File: src/rtl/gravador_memoria_jogadas.sv
// Records switch nibbles into a 16-entry RAM, one word per button press.
// FSM control unit with counter, data register, edge detector and debug 7-seg.
module gravador_memoria_jogadas #(
  parameter int ADDR_W = 4,
  parameter int DATA_W = 4
) (
  input  logic              clock,
  input  logic              reset,
  input  logic              iniciar,
  input  logic [DATA_W-1:0] chaves,
  input  logic              gravar,
  input  logic [ADDR_W-1:0] endereco_leitura,
  output logic [DATA_W-1:0] dado_leitura,
  output logic              pronto,
  output logic              gravando,
  output logic              db_gravar,
  output logic [6:0]        db_endereco,
  output logic [6:0]        db_dado,
  output logic [6:0]        db_estado
);

  typedef enum logic [3:0] {
    INICIAL    = 4'h0,
    PREPARACAO = 4'h1,
    ESPERA     = 4'h2,
    REGISTRA   = 4'h3,
    ESCREVE    = 4'h4,
    PROXIMO    = 4'h5,
    FIM        = 4'hF
  } estado_t;

  localparam int DEPTH = 2 ** ADDR_W;
  localparam logic [ADDR_W-1:0] LAST = '1;

  estado_t             r_estado;
  estado_t             w_prox;
  logic [ADDR_W-1:0]   r_cnt;
  logic [DATA_W-1:0]   r_reg;
  logic                r_gravar_d;
  logic [DATA_W-1:0]   r_mem [DEPTH];

  logic w_pulso;
  logic w_zera;
  logic w_conta;
  logic w_registra;
  logic w_we;
  logic w_fimc;

  function automatic logic [6:0] hexa7seg(input logic [3:0] v);
    logic [6:0] s;
    s = 7'b1111111;
    unique case (v)
      4'h0: s = 7'b1000000;
      4'h1: s = 7'b1111001;
      4'h2: s = 7'b0100100;
      4'h3: s = 7'b0110000;
      4'h4: s = 7'b0011001;
      4'h5: s = 7'b0010010;
      4'h6: s = 7'b0000010;
      4'h7: s = 7'b1111000;
      4'h8: s = 7'b0000000;
      4'h9: s = 7'b0010000;
      4'hA: s = 7'b0001000;
      4'hB: s = 7'b0000011;
      4'hC: s = 7'b1000110;
      4'hD: s = 7'b0100001;
      4'hE: s = 7'b0000110;
      4'hF: s = 7'b0001110;
    endcase
    return s;
  endfunction

  assign w_pulso = gravar & ~r_gravar_d;
  assign w_fimc  = (r_cnt == LAST);

  // Button delay flop; resets high so a held button cannot fire.
  always_ff @(posedge clock or negedge reset) begin
    if (!reset) r_gravar_d <= 1'b1;
    else        r_gravar_d <= gravar;
  end

  // State register.
  always_ff @(posedge clock or negedge reset) begin
    if (!reset) r_estado <= INICIAL;
    else        r_estado <= w_prox;
  end

  // Next-state and control signals.
  always_comb begin
    w_prox     = r_estado;
    w_zera     = 1'b0;
    w_conta    = 1'b0;
    w_registra = 1'b0;
    w_we       = 1'b0;
    pronto     = 1'b0;
    gravando   = 1'b0;
    unique case (r_estado)
      INICIAL: begin
        if (iniciar) w_prox = PREPARACAO;
      end
      PREPARACAO: begin
        w_zera = 1'b1;
        w_prox = ESPERA;
      end
      ESPERA: begin
        gravando = 1'b1;
        if (w_pulso) w_prox = REGISTRA;
      end
      REGISTRA: begin
        gravando   = 1'b1;
        w_registra = 1'b1;
        w_prox     = ESCREVE;
      end
      ESCREVE: begin
        gravando = 1'b1;
        w_we     = 1'b1;
        w_prox   = w_fimc ? FIM : PROXIMO;
      end
      PROXIMO: begin
        gravando = 1'b1;
        w_conta  = 1'b1;
        w_prox   = ESPERA;
      end
      FIM: begin
        pronto = 1'b1;
        if (iniciar) w_prox = PREPARACAO;
      end
      default: w_prox = INICIAL;
    endcase
  end

  // Address counter: cleared in preparacao, stepped in proximo.
  always_ff @(posedge clock or negedge reset) begin
    if (!reset)       r_cnt <= '0;
    else if (w_zera)  r_cnt <= '0;
    else if (w_conta) r_cnt <= r_cnt + 1'b1;
  end

  // Data register: cleared in preparacao, loads switches in registra.
  always_ff @(posedge clock or negedge reset) begin
    if (!reset)          r_reg <= '0;
    else if (w_zera)     r_reg <= '0;
    else if (w_registra) r_reg <= chaves;
  end

  // RAM write port; contents survive reset.
  always_ff @(posedge clock) begin
    if (w_we) r_mem[r_cnt] <= r_reg;
  end

  assign dado_leitura = r_mem[endereco_leitura];
  assign db_gravar    = w_pulso;
  assign db_endereco  = hexa7seg(4'(r_cnt));
  assign db_dado      = hexa7seg(4'(r_reg));
  assign db_estado    = hexa7seg(4'(r_estado));

endmodule

File: config.mk
export PLATFORM = sky130hd
export DESIGN_NAME = gravador_memoria_jogadas
export DESIGN_NICKNAME = d
export VERILOG_FILES = /design/src/rtl/gravador_memoria_jogadas.sv
export SDC_FILE = /design/constraint.sdc
export NUM_CORES = 1
export LEC_CHECK = 0
export CELL_PAD_IN_SITES_DETAIL_PLACEMENT = 2
export CELL_PAD_IN_SITES_GLOBAL_PLACEMENT = 2
export CORE_MARGIN = 2
export CORE_UTILIZATION = 44
export CTS_BUF_LIST = sky130_fd_sc_hd__clkbuf_2 sky130_fd_sc_hd__clkbuf_4 sky130_fd_sc_hd__clkbuf_8
export DETAILED_ROUTE_END_ITERATION = 6
export PLACE_DENSITY_LB_ADDON = 0.1
export SYNTH_ARGS = -nofsm -noshare
export SYNTH_HDL_FRONTEND = slang
export SYNTH_SLANG_ARGS = --single-unit
File: constraint.sdc
create_clock -name clock -period 3.8 [get_ports clock]
set_clock_uncertainty 0.1 [all_clocks]
set_input_delay 0.76 -clock clock [delete_from_list [all_inputs] [get_ports clock]]
set_output_delay 0.76 -clock clock [all_outputs]
set_load 0.1 [all_outputs]
Word level (Yosys, flattened, before mapping)
Memories as Yosys holds them, arrays and structs flattened.
Cells that the tools add are included.

word-level totals
  memory bits (read-only) = 336
  register bits = 13
  word-level logic and storage cells = 43
  bits in writable memories = 64
  input port bits = 12
  memories kept = 4

operators by class
  bitwise operators = 2
  add/subtract/negate cells = 1
  multiplexer cells = 16
  eq/ne operators = 9
  reduce and logical (&&, ||, !) cells = 7

memories
  name             depth  bits a word  read ports  clocked after memory_dff  write ports  RTL line  source
  (no name shown)  16     7            1           0                         0            52        unique case (v)
  (no name shown)  16     7            1           0                         0            52
  (no name shown)  16     7            1           0                         0            52
  r_mem            16     4            1           0                         1            40        logic [DATA_W-1:0] r_mem [DEPTH];

operator list
  kind                                                 number
  two-way mux 4 bit                                    7
  case mux 4 bit (5 select lines)                      1
  equality test 4 x 2 -> 1 bit, second input constant  2
  equality test 4 x 3 -> 1 bit, second input constant  2
  equality test 4 bit, second input constant           2
  two-way mux 1 bit                                    8
  adder 4 x 1 -> 4 bit, second input constant          1
  equality test 4 x 1 -> 1 bit, second input constant  1
  zero test 4 bit                                      1
  nonzero test 2 bit                                   2
  OR reduction 2 bit                                   2
  OR reduction 4 bit                                   1
  != test 2 x 1 -> 1 bit, second input constant        1
  != test 2 bit, second input constant                 1
  AND reduction 2 bit                                  1
  AND 1 bit                                            1
  inverter 1 bit                                       1

Longest topological paths before layout
Gate-level depths: netlist (run 1).

  word-level depth = 4
  gate-level depth with buffers = 7
  depth with buffers taken out = 6

Worst setup path before layout (run 1)
No wires, ideal clock.

  path type = flip-flop to output port
  start point = reg r_estado[1]
  end point = out gravando
  path buffers = 1
  data arrival time = 3.272 ns
  path slack = -0.332 ns
  stages on the path, launching flop included = 6
  cells stage by stage = dfrtp_1 -> inv_1 -> ha_1 -> clkbuf_1 -> nor2_1 -> a211oi_1

on the way
  longest elaborated chain between the ends = 3
  elaborated cells on any way between the ends = 6
  those cells by class = 4 x eq/ne; 1 x mux; 1 x reduce/logical

ends and longest elaborated chain
  element                                                                       RTL line  source
  start: declaration                                                            35        estado_t r_estado;
  start signal: assignment                                                      85        else r_estado <= w_prox;
  equality test 4 x 2 -> 1 bit or equality test 4 x 3 -> 1 bit (tied branches)  97        unique case (r_estado)
  OR reduction 4 bit (no line) (*)                                              -
  two-way mux 1 bit (*)                                                         97
  end: declaration                                                              15        output logic gravando,

Mark *: on every way between the ends. The rest lies on a longest branch, timed or not.

Worst setup path after layout (run 1)
  start point = in endereco_leitura[0]
  end point = out dado_leitura[0]

on the way
  longest elaborated chain between the ends = 1

ends and longest elaborated chain
  element              RTL line  source
  start: declaration   12        input logic [ADDR_W-1:0] endereco_leitura,
  memory (16 x 4 bit)  -
  end: declaration     13        output logic [DATA_W-1:0] dado_leitura,

Every way passes these cells.

==> metrics.md, run 1 <==
| Metric | Value |
|---|---|
| Net count, final | `roughly 360` |
| Antenna-violating nets left | `0` |
| Total routed wirelength | `~12000 µm` |
| P&R area growth vs syn | `17.4%` |
| Via count of the first global-routing pass | `between 2k and 3k` |
| Number of top-level pins | `40` |
| Length of the first detailed-routing pass in iterations | `6` |
| Buffer count from post-CTS setup fixing | `0` |
| Number of enable-type register cells in the synthesized netlist | `64` |
| Initial cell density of the core | `between 40% and 50%` |
| HPWL Detailed | `7980 µm` |
| Cts-stage hold buffer count | `0` |
| Crit Path Class | `in -> out` |
| CTS resizes | `0` |
| Hold depth | `1` |
| Nature of the critical path endpoint | `primary output` |
| Core Region | `between 0.008 and 0.009 mm²` |
| Tightest Pin Transition | `between 0.7 and 0.8 ns` |
| R2r endpoint | `r_mem[7][0]` |
| Min-delay src | `r_estado[0]` |
| Synth Area per Inst | `about 14 µm²` |
| Number of hold violations in the final report | `0` |
| Reg-to-reg critical path startpoint | `r_estado[1]` |
| Final critical delay including setup and external delays | `about 3.6 ns` |
| Clock buffers created by TritonCTS | `9` |
| Worst setup SP type | `primary input` |
| Highest attainable clock frequency | `0.275 GHz` |
| Cell area after technology mapping | `approximately 0.0039 mm²` |
| Number of distinct library cells after synthesis | `41` |
| Clk Latency, worst-skew pair | `between 0.3 and 0.4 ns` |
| Number of DRC markers after the initial detailed-route iteration | `151` |
| Worst slew margin relative to its limit | `a little over half` |
| Met1 track demand over resource in global routing | `between 30 and 40%` |
| Vertical die dimension | `about 99 µm` |
| Depth of the most critical reg-to-reg path | `5` |
| Unrepaired setup endpoints after global routing | `false` |
| Run status | `finished, final reports clean` |
| Wire length per cell | `26.4 µm` |
| H-tree level count | `3` |
| Routability Congestion | `approximately 0.76` |
| Number of register bits inferred by synthesis | `77` |
| Gr ovfl total | `0` |
| Yosys warning count | `0` |
| Vias per cell | `around 6.1` |
| Number of placement rows | `34` |
| Class of the tightest hold or removal check | `reg -> reg` |
| Largest net degree at the start of global routing | `27` |
| Total clock sinks | `77` |
| Total routing usage reported by global routing | `around a quarter` |
| Crit path max fanout | `16` |
| Commonest register cell after synthesis | `edfxtp_1` |
| CTS Root Buffer Type | `clkbuf_8` |
| Reg2reg setup slack | `1.35 ns` |
| Share of the cycle needed by the critical path after routing | `95.8%` |
| Hold Path End | `r_estado[0]` |
| Chip width | `around 99 µm` |
| Antenna violations before repair | `0` |
| Clk slew on worst S/H paths | `0.08 ns` |
| Vias | `between 2k and 3k` |
| Share of synthesized flip-flops with an asynchronous set or reset | `between 10% and 20%` |
| Clock tree from TritonCTS | `done` |
| Mapped Cells | `~290` |
| Die Outline Area | `roughly 0.0097 mm²` |
| Arrival time worst endpoint | `between 2 and 3 ns` |
| Remaining DRCs | `0` |
| Routing layer with the top usage in global route | `met2` |
| Maximum Capacitance Violations | `0` |
| Total Neg Setup Slack | `0 ns` |
| Ant. Diodes | `0` |
| Mapped Nets | `321` |
| Total count of max-transition violations in the final report | `0` |
| Clock buffer depth | `2` |
| Largest register FFs | `64` |
| Register bank with the most flops | `r_mem` |
| Fraction of final layout cells sized beyond drive strength 1 | `about a fifth` |
| Data required time of the critical path | `2.94 ns` |
| Met2 Usage GRT | `45.8%` |
| Global Route met3 Usage | `5.96%` |
| Final Setup Violations | `0` |
| Port Buffer Count | `39` |
| Sequential fraction of the synthesis area | `approximately 57%` |
| Global-route wire length before repair | `between 15000 and 20000 µm` |
[layout make-up]
type                       instances  area [µm²]
fill                             829        4070
tap                              108         135
timing repair buffer              46         435
inverter                          15        56.3
clock buffer                      10         131
clock inverter                     6        63.8
multi-input combinational        183        1540
sequential                        77        2250
[metrics by stage]
stage	util (%)	area [µm²]	std cells	hold slack, ns	worst slack, ns
3_3_place_gp	50.9	4420	429	0.531	0.340
4_1_cts	53.2	4610	445	0.578	0.162
2_1_floorplan	-	3950	291	0.364	0.471
6_report	53.2	4610	445	0.577	0.159
3_5_place_dp	50.9	4420	429	0.545	0.245
5_1_grt	53.2	4610	445	0.611	0.129
[cells in the final DEF, fill, tap and decap left out, types with 6 or more instances in the layout]
cell and n:
a21oi_1 7, a22o_1 7, buf_4 30, clkbuf_8 9, clkdlybuf4s50_1 11, dfrtp_1 12, edfxtp_1 64, ha_1 18
inv_1 14, mux2i_1 6, mux4_1 14, nand2_1 24, nand3_1 15, nor2_1 27, o21ai_0 8, o21ai_1 9
[metal layers]
| layer | share of wire [%] | vias to the layer above |
|---|---|---|
| li1 | - | 1189 |
| met1 | 40 | 1425 |
| met2 | 53 | 74 |
| met3 | 4.0 | 19 |
| met4 | 2.5 | 0 |
| met5 | 0 | - |
[cells in the mapped netlist (2+ instances only)]
cell	number	area share, %
a211oi_1	4	0.76
a21oi_1	7	0.89
a22o_1	7	1.6
a22oi_1	4	0.76
buf_2	5	0.64
buf_6	2	0.57
clkbuf_1	7	0.67
dfrtp_1	12	7.6
edfxtp_1	64	49
ha_1	18	5.7
inv_1	14	1.3
mux2_2	3	0.86
mux2i_1	6	1.5
mux4_1	14	9.4
mux4_2	5	2.9
nand2_1	24	2.3
nand2b_1	3	0.48
nand3_1	15	1.9
nor2_1	27	2.6
nor2b_1	4	0.64
nor3_1	4	0.51
o21a_1	3	0.57
o21ai_0	17	2.2
o22ai_1	4	0.64
or2_2	2	0.32
[how the worst max path moves through the flow]
stage	from	to	cells past startpoint
after floorplan	r_estado[0]	db_estado[3]	5
after global placement	endereco_leitura[0]	dado_leitura[0]	6
after detailed placement	endereco_leitura[0]	dado_leitura[3]	6
after CTS	endereco_leitura[0]	dado_leitura[0]	6
after global routing	endereco_leitura[0]	dado_leitura[0]	6
final	endereco_leitura[0]	dado_leitura[0]	6
[cell families (layout without fill, tap and decap cells)]
group	after synthesis	in the layout	share of synthesized area, %
AND/OR/NAND/NOR	84	84	9.71
flip-flops	77	77	57.2
AO/OA/AOI/OAI	53	53	8.82
buffers and inverters	31	77	3.92
multiplexers	28	28	14.6
adder cells (fa/ha/maj)	18	18	5.73
[critical path, stage by stage]
cell and delay, ns:
clkdlybuf4s50_1 0.52, buf_12 0.18, mux4_1 0.60, a22oi_1 0.31
nand3_1 0.18, buf_12 0.20
Power of run 1 is not shown: default switching activity piles up to over one toggle a cycle in this logic, so the estimate is an artifact.
==> inputs of run 2 (changes only) <==
--- a/config.mk
+++ b/config.mk
@@ -8,7 +8,7 @@
 export CELL_PAD_IN_SITES_DETAIL_PLACEMENT = 2
 export CELL_PAD_IN_SITES_GLOBAL_PLACEMENT = 2
 export CORE_MARGIN = 2
-export CORE_UTILIZATION = 44
+export CORE_UTILIZATION = 41
 export CTS_BUF_LIST = sky130_fd_sc_hd__clkbuf_2 sky130_fd_sc_hd__clkbuf_4 sky130_fd_sc_hd__clkbuf_8
 export DETAILED_ROUTE_END_ITERATION = 6
 export PLACE_DENSITY_LB_ADDON = 0.1
==> constraint.sdc (replaced) <==
create_clock -name clock -period 3.7 [get_ports clock]
set_clock_uncertainty 0.1 [all_clocks]
set_input_delay 0.74 -clock clock [delete_from_list [all_inputs] [get_ports clock]]
set_output_delay 0.74 -clock clock [all_outputs]
set_load 0.1 [all_outputs]
==> metrics.md, run 2 (synthesis results as in run 1) <==
| Metric | Value |
|---|---|
| Largest register FFs | `64 (unchanged)` |
| Tightest Pin Transition | `0.770 ns (was 0.710 ns)` |
| Global Route met3 Usage | `3.15% (was 5.96%)` |
| Share of the cycle needed by the critical path after routing | `slightly above 90%` |
| Fraction of final layout cells sized beyond drive strength 1 | `19.0% (was 19.3%)` |
| Clock tree from TritonCTS | `done (unchanged)` |
| Crit Path Class | `in -> out (unchanged)` |
| Buffer count from post-CTS setup fixing | `0 (unchanged)` |
| Nature of the critical path endpoint | `primary output (unchanged)` |
| Critical path launch point | `endereco_leitura[0] (unchanged)` |
| Number of hold violations in the final report | `0 (unchanged)` |
| Run status | `finished, final reports clean (unchanged)` |
| Initial cell density of the core | `42.3% (was 45.3%)` |
| Antenna violations before repair | `0 (unchanged)` |
| Vias | `2595 (was 2707)` |
| Via count of the first global-routing pass | `2844 (was 2904)` |
| Wire length per cell | `22.9 µm (was 26.4 µm)` |
| Min-delay src | `r_estado[0] (unchanged)` |
| CTS resizes | `0 (unchanged)` |
| Clock buffer depth | `2 (unchanged)` |
| Met2 Usage GRT | `39.7% (was 45.8%)` |
| Largest net degree at the start of global routing | `25 (was 27)` |
| Data required time of the critical path | `2.86 ns (was 2.94 ns)` |
| Ant. Diodes | `0 (unchanged)` |
| Worst slew margin relative to its limit | `48.7% (was 52.7%)` |
| Antenna-violating nets left | `0 (unchanged)` |
| Total count of max-transition violations in the final report | `0 (unchanged)` |
| Routing layer with the top usage in global route | `met2 (unchanged)` |
| Class of the tightest hold or removal check | `reg -> reg (unchanged)` |
| Total routed wirelength | `10600 µm (was 11800 µm)` |
| Total clock sinks | `77 (unchanged)` |
| P&R area growth vs syn | `18.5% (was 17.4%)` |
| Clk Latency, worst-skew pair | `0.35 ns (about the same)` |
| Leading cell type in the layout, fill and taps excluded | `edfxtp_1 (unchanged)` |
| Remaining DRCs | `0 (unchanged)` |
| Core Region | `0.00928 mm² (was 0.00868 mm²)` |
| Final Setup Violations | `0 (unchanged)` |
| H-tree level count | `3 (unchanged)` |
| Cts-stage hold buffer count | `0 (unchanged)` |
| Length of the first detailed-routing pass in iterations | `4 (was 6)` |
| Net count, final | `362 (unchanged)` |
| Number of placement rows | `35 (was 34)` |
| Worst setup SP type | `primary input (unchanged)` |
| Final critical delay including setup and external delays | `~3.5 ns` |
| Highest attainable clock frequency | `between 0.2 and 0.3 GHz` |
| Vertical die dimension | `102 µm (was 98.5 µm)` |
| Gr ovfl total | `0 (unchanged)` |
| Total routing usage reported by global routing | `22.0% (was 25.6%)` |
| Clock buffers created by TritonCTS | `9 (unchanged)` |
| Number of top-level pins | `40 (unchanged)` |
| Routability Congestion | `0.791 (was 0.765)` |
| Total Neg Setup Slack | `0 ns (unchanged)` |
| Die Outline Area | `0.0104 mm² (was 0.00970 mm²)` |
| Unrepaired setup endpoints after global routing | `false (unchanged)` |
| Clk slew on worst S/H paths | `0.08 ns (about the same)` |
| Crit path max fanout | `16 (unchanged)` |
| Port Buffer Count | `39 (unchanged)` |
| Depth of the most critical reg-to-reg path | `5 (unchanged)` |
| Global-route wire length before repair | `16800 µm (was 18200 µm)` |
| HPWL Detailed | `7450 µm (was 7980 µm)` |
| Met1 track demand over resource in global routing | `28.3% (was 30.6%)` |
| Number of filler instances in the final layout | `916 (was 829)` |
| Vias per cell | `5.58 (was 6.08)` |
| Register bank with the most flops | `r_mem (unchanged)` |
| Arrival time worst endpoint | `2.62 ns (was 2.78 ns)` |
| Maximum Capacitance Violations | `0 (unchanged)` |
| Commonest non-fill, non-tap cells in the layout | `edfxtp_1 (64), buf_4 (30), nor2_1 (27), nand2_1 (24), ha_1 (18) (unchanged)` |
| CTS Root Buffer Type | `clkbuf_8 (unchanged)` |
| Hold depth | `1 (unchanged)` |
| Number of DRC markers after the initial detailed-route iteration | `118 (was 151)` |
| Reg-to-reg critical path startpoint | `r_estado[1] (unchanged)` |
| Chip width | `102 µm (was 98.5 µm)` |
==> run 2: path summary, 6_finish.rpt <==
path	slack, ns	end
setup / recovery	0.24	dado_leitura[3]
hold / removal	0.55	r_estado[0]
setup reg to reg	1.16	r_mem[11][2]
hold reg to reg	0.55	r_estado[0]
max in group asynchronous	2.38	r_reg[0]
min in group asynchronous	0.70	r_estado[1]
==> run 2: through the flow <==
| stage | utilization (%) | setup slack [ns] | hold slack, ns | std cells | instance area (µm²) |
|---|---|---|---|---|---|
| CTS | 50.1 | 0.245 | 0.554 | 465 | 4660 |
| detailed placement | 47.9 | 0.258 | 0.529 | 450 | 4440 |
| global placement | 47.9 | 0.293 | 0.529 | 450 | 4440 |
| finish | 50.1 | 0.244 | 0.550 | 465 | 4660 |
| floorplan | - | 0.391 | 0.344 | 291 | 3950 |
| global route | 50.1 | 0.199 | 0.587 | 465 | 4660 |
==> run 2: critical path: stages <==
cell             delay, ns
clkdlybuf4s50_1       0.51
buf_12                0.18
mux4_1                0.58
a22oi_1               0.24
nand3_1               0.16
buf_12                0.20
==> run 2: area by class of cell <==
type | instances | area (µm²) | share of cell area, %
inverters | 15 | 56.3 | 1.21
well taps | 129 | 161 | 3.47
multi-input cells | 183 | 1540 | 33.1
clock buffers | 9 | 124 | 2.66
flip-flops and latches | 77 | 2250 | 48.3
clock inverters | 6 | 87.6 | 1.88
repair buffers | 46 | 435 | 9.35
==> run 2: per-layer routing <==
layer | wire length [µm] | up-vias | share of wire (%)
li1 | - | 1191 | -
met1 | 4710 | 1346 | 44
met4 | 112 | 0 | 1.1
met3 | 214 | 10 | 2.0
met2 | 5600 | 48 | 53
met5 | 0 | - | 0
Power of run 2 is left out for the same reason.
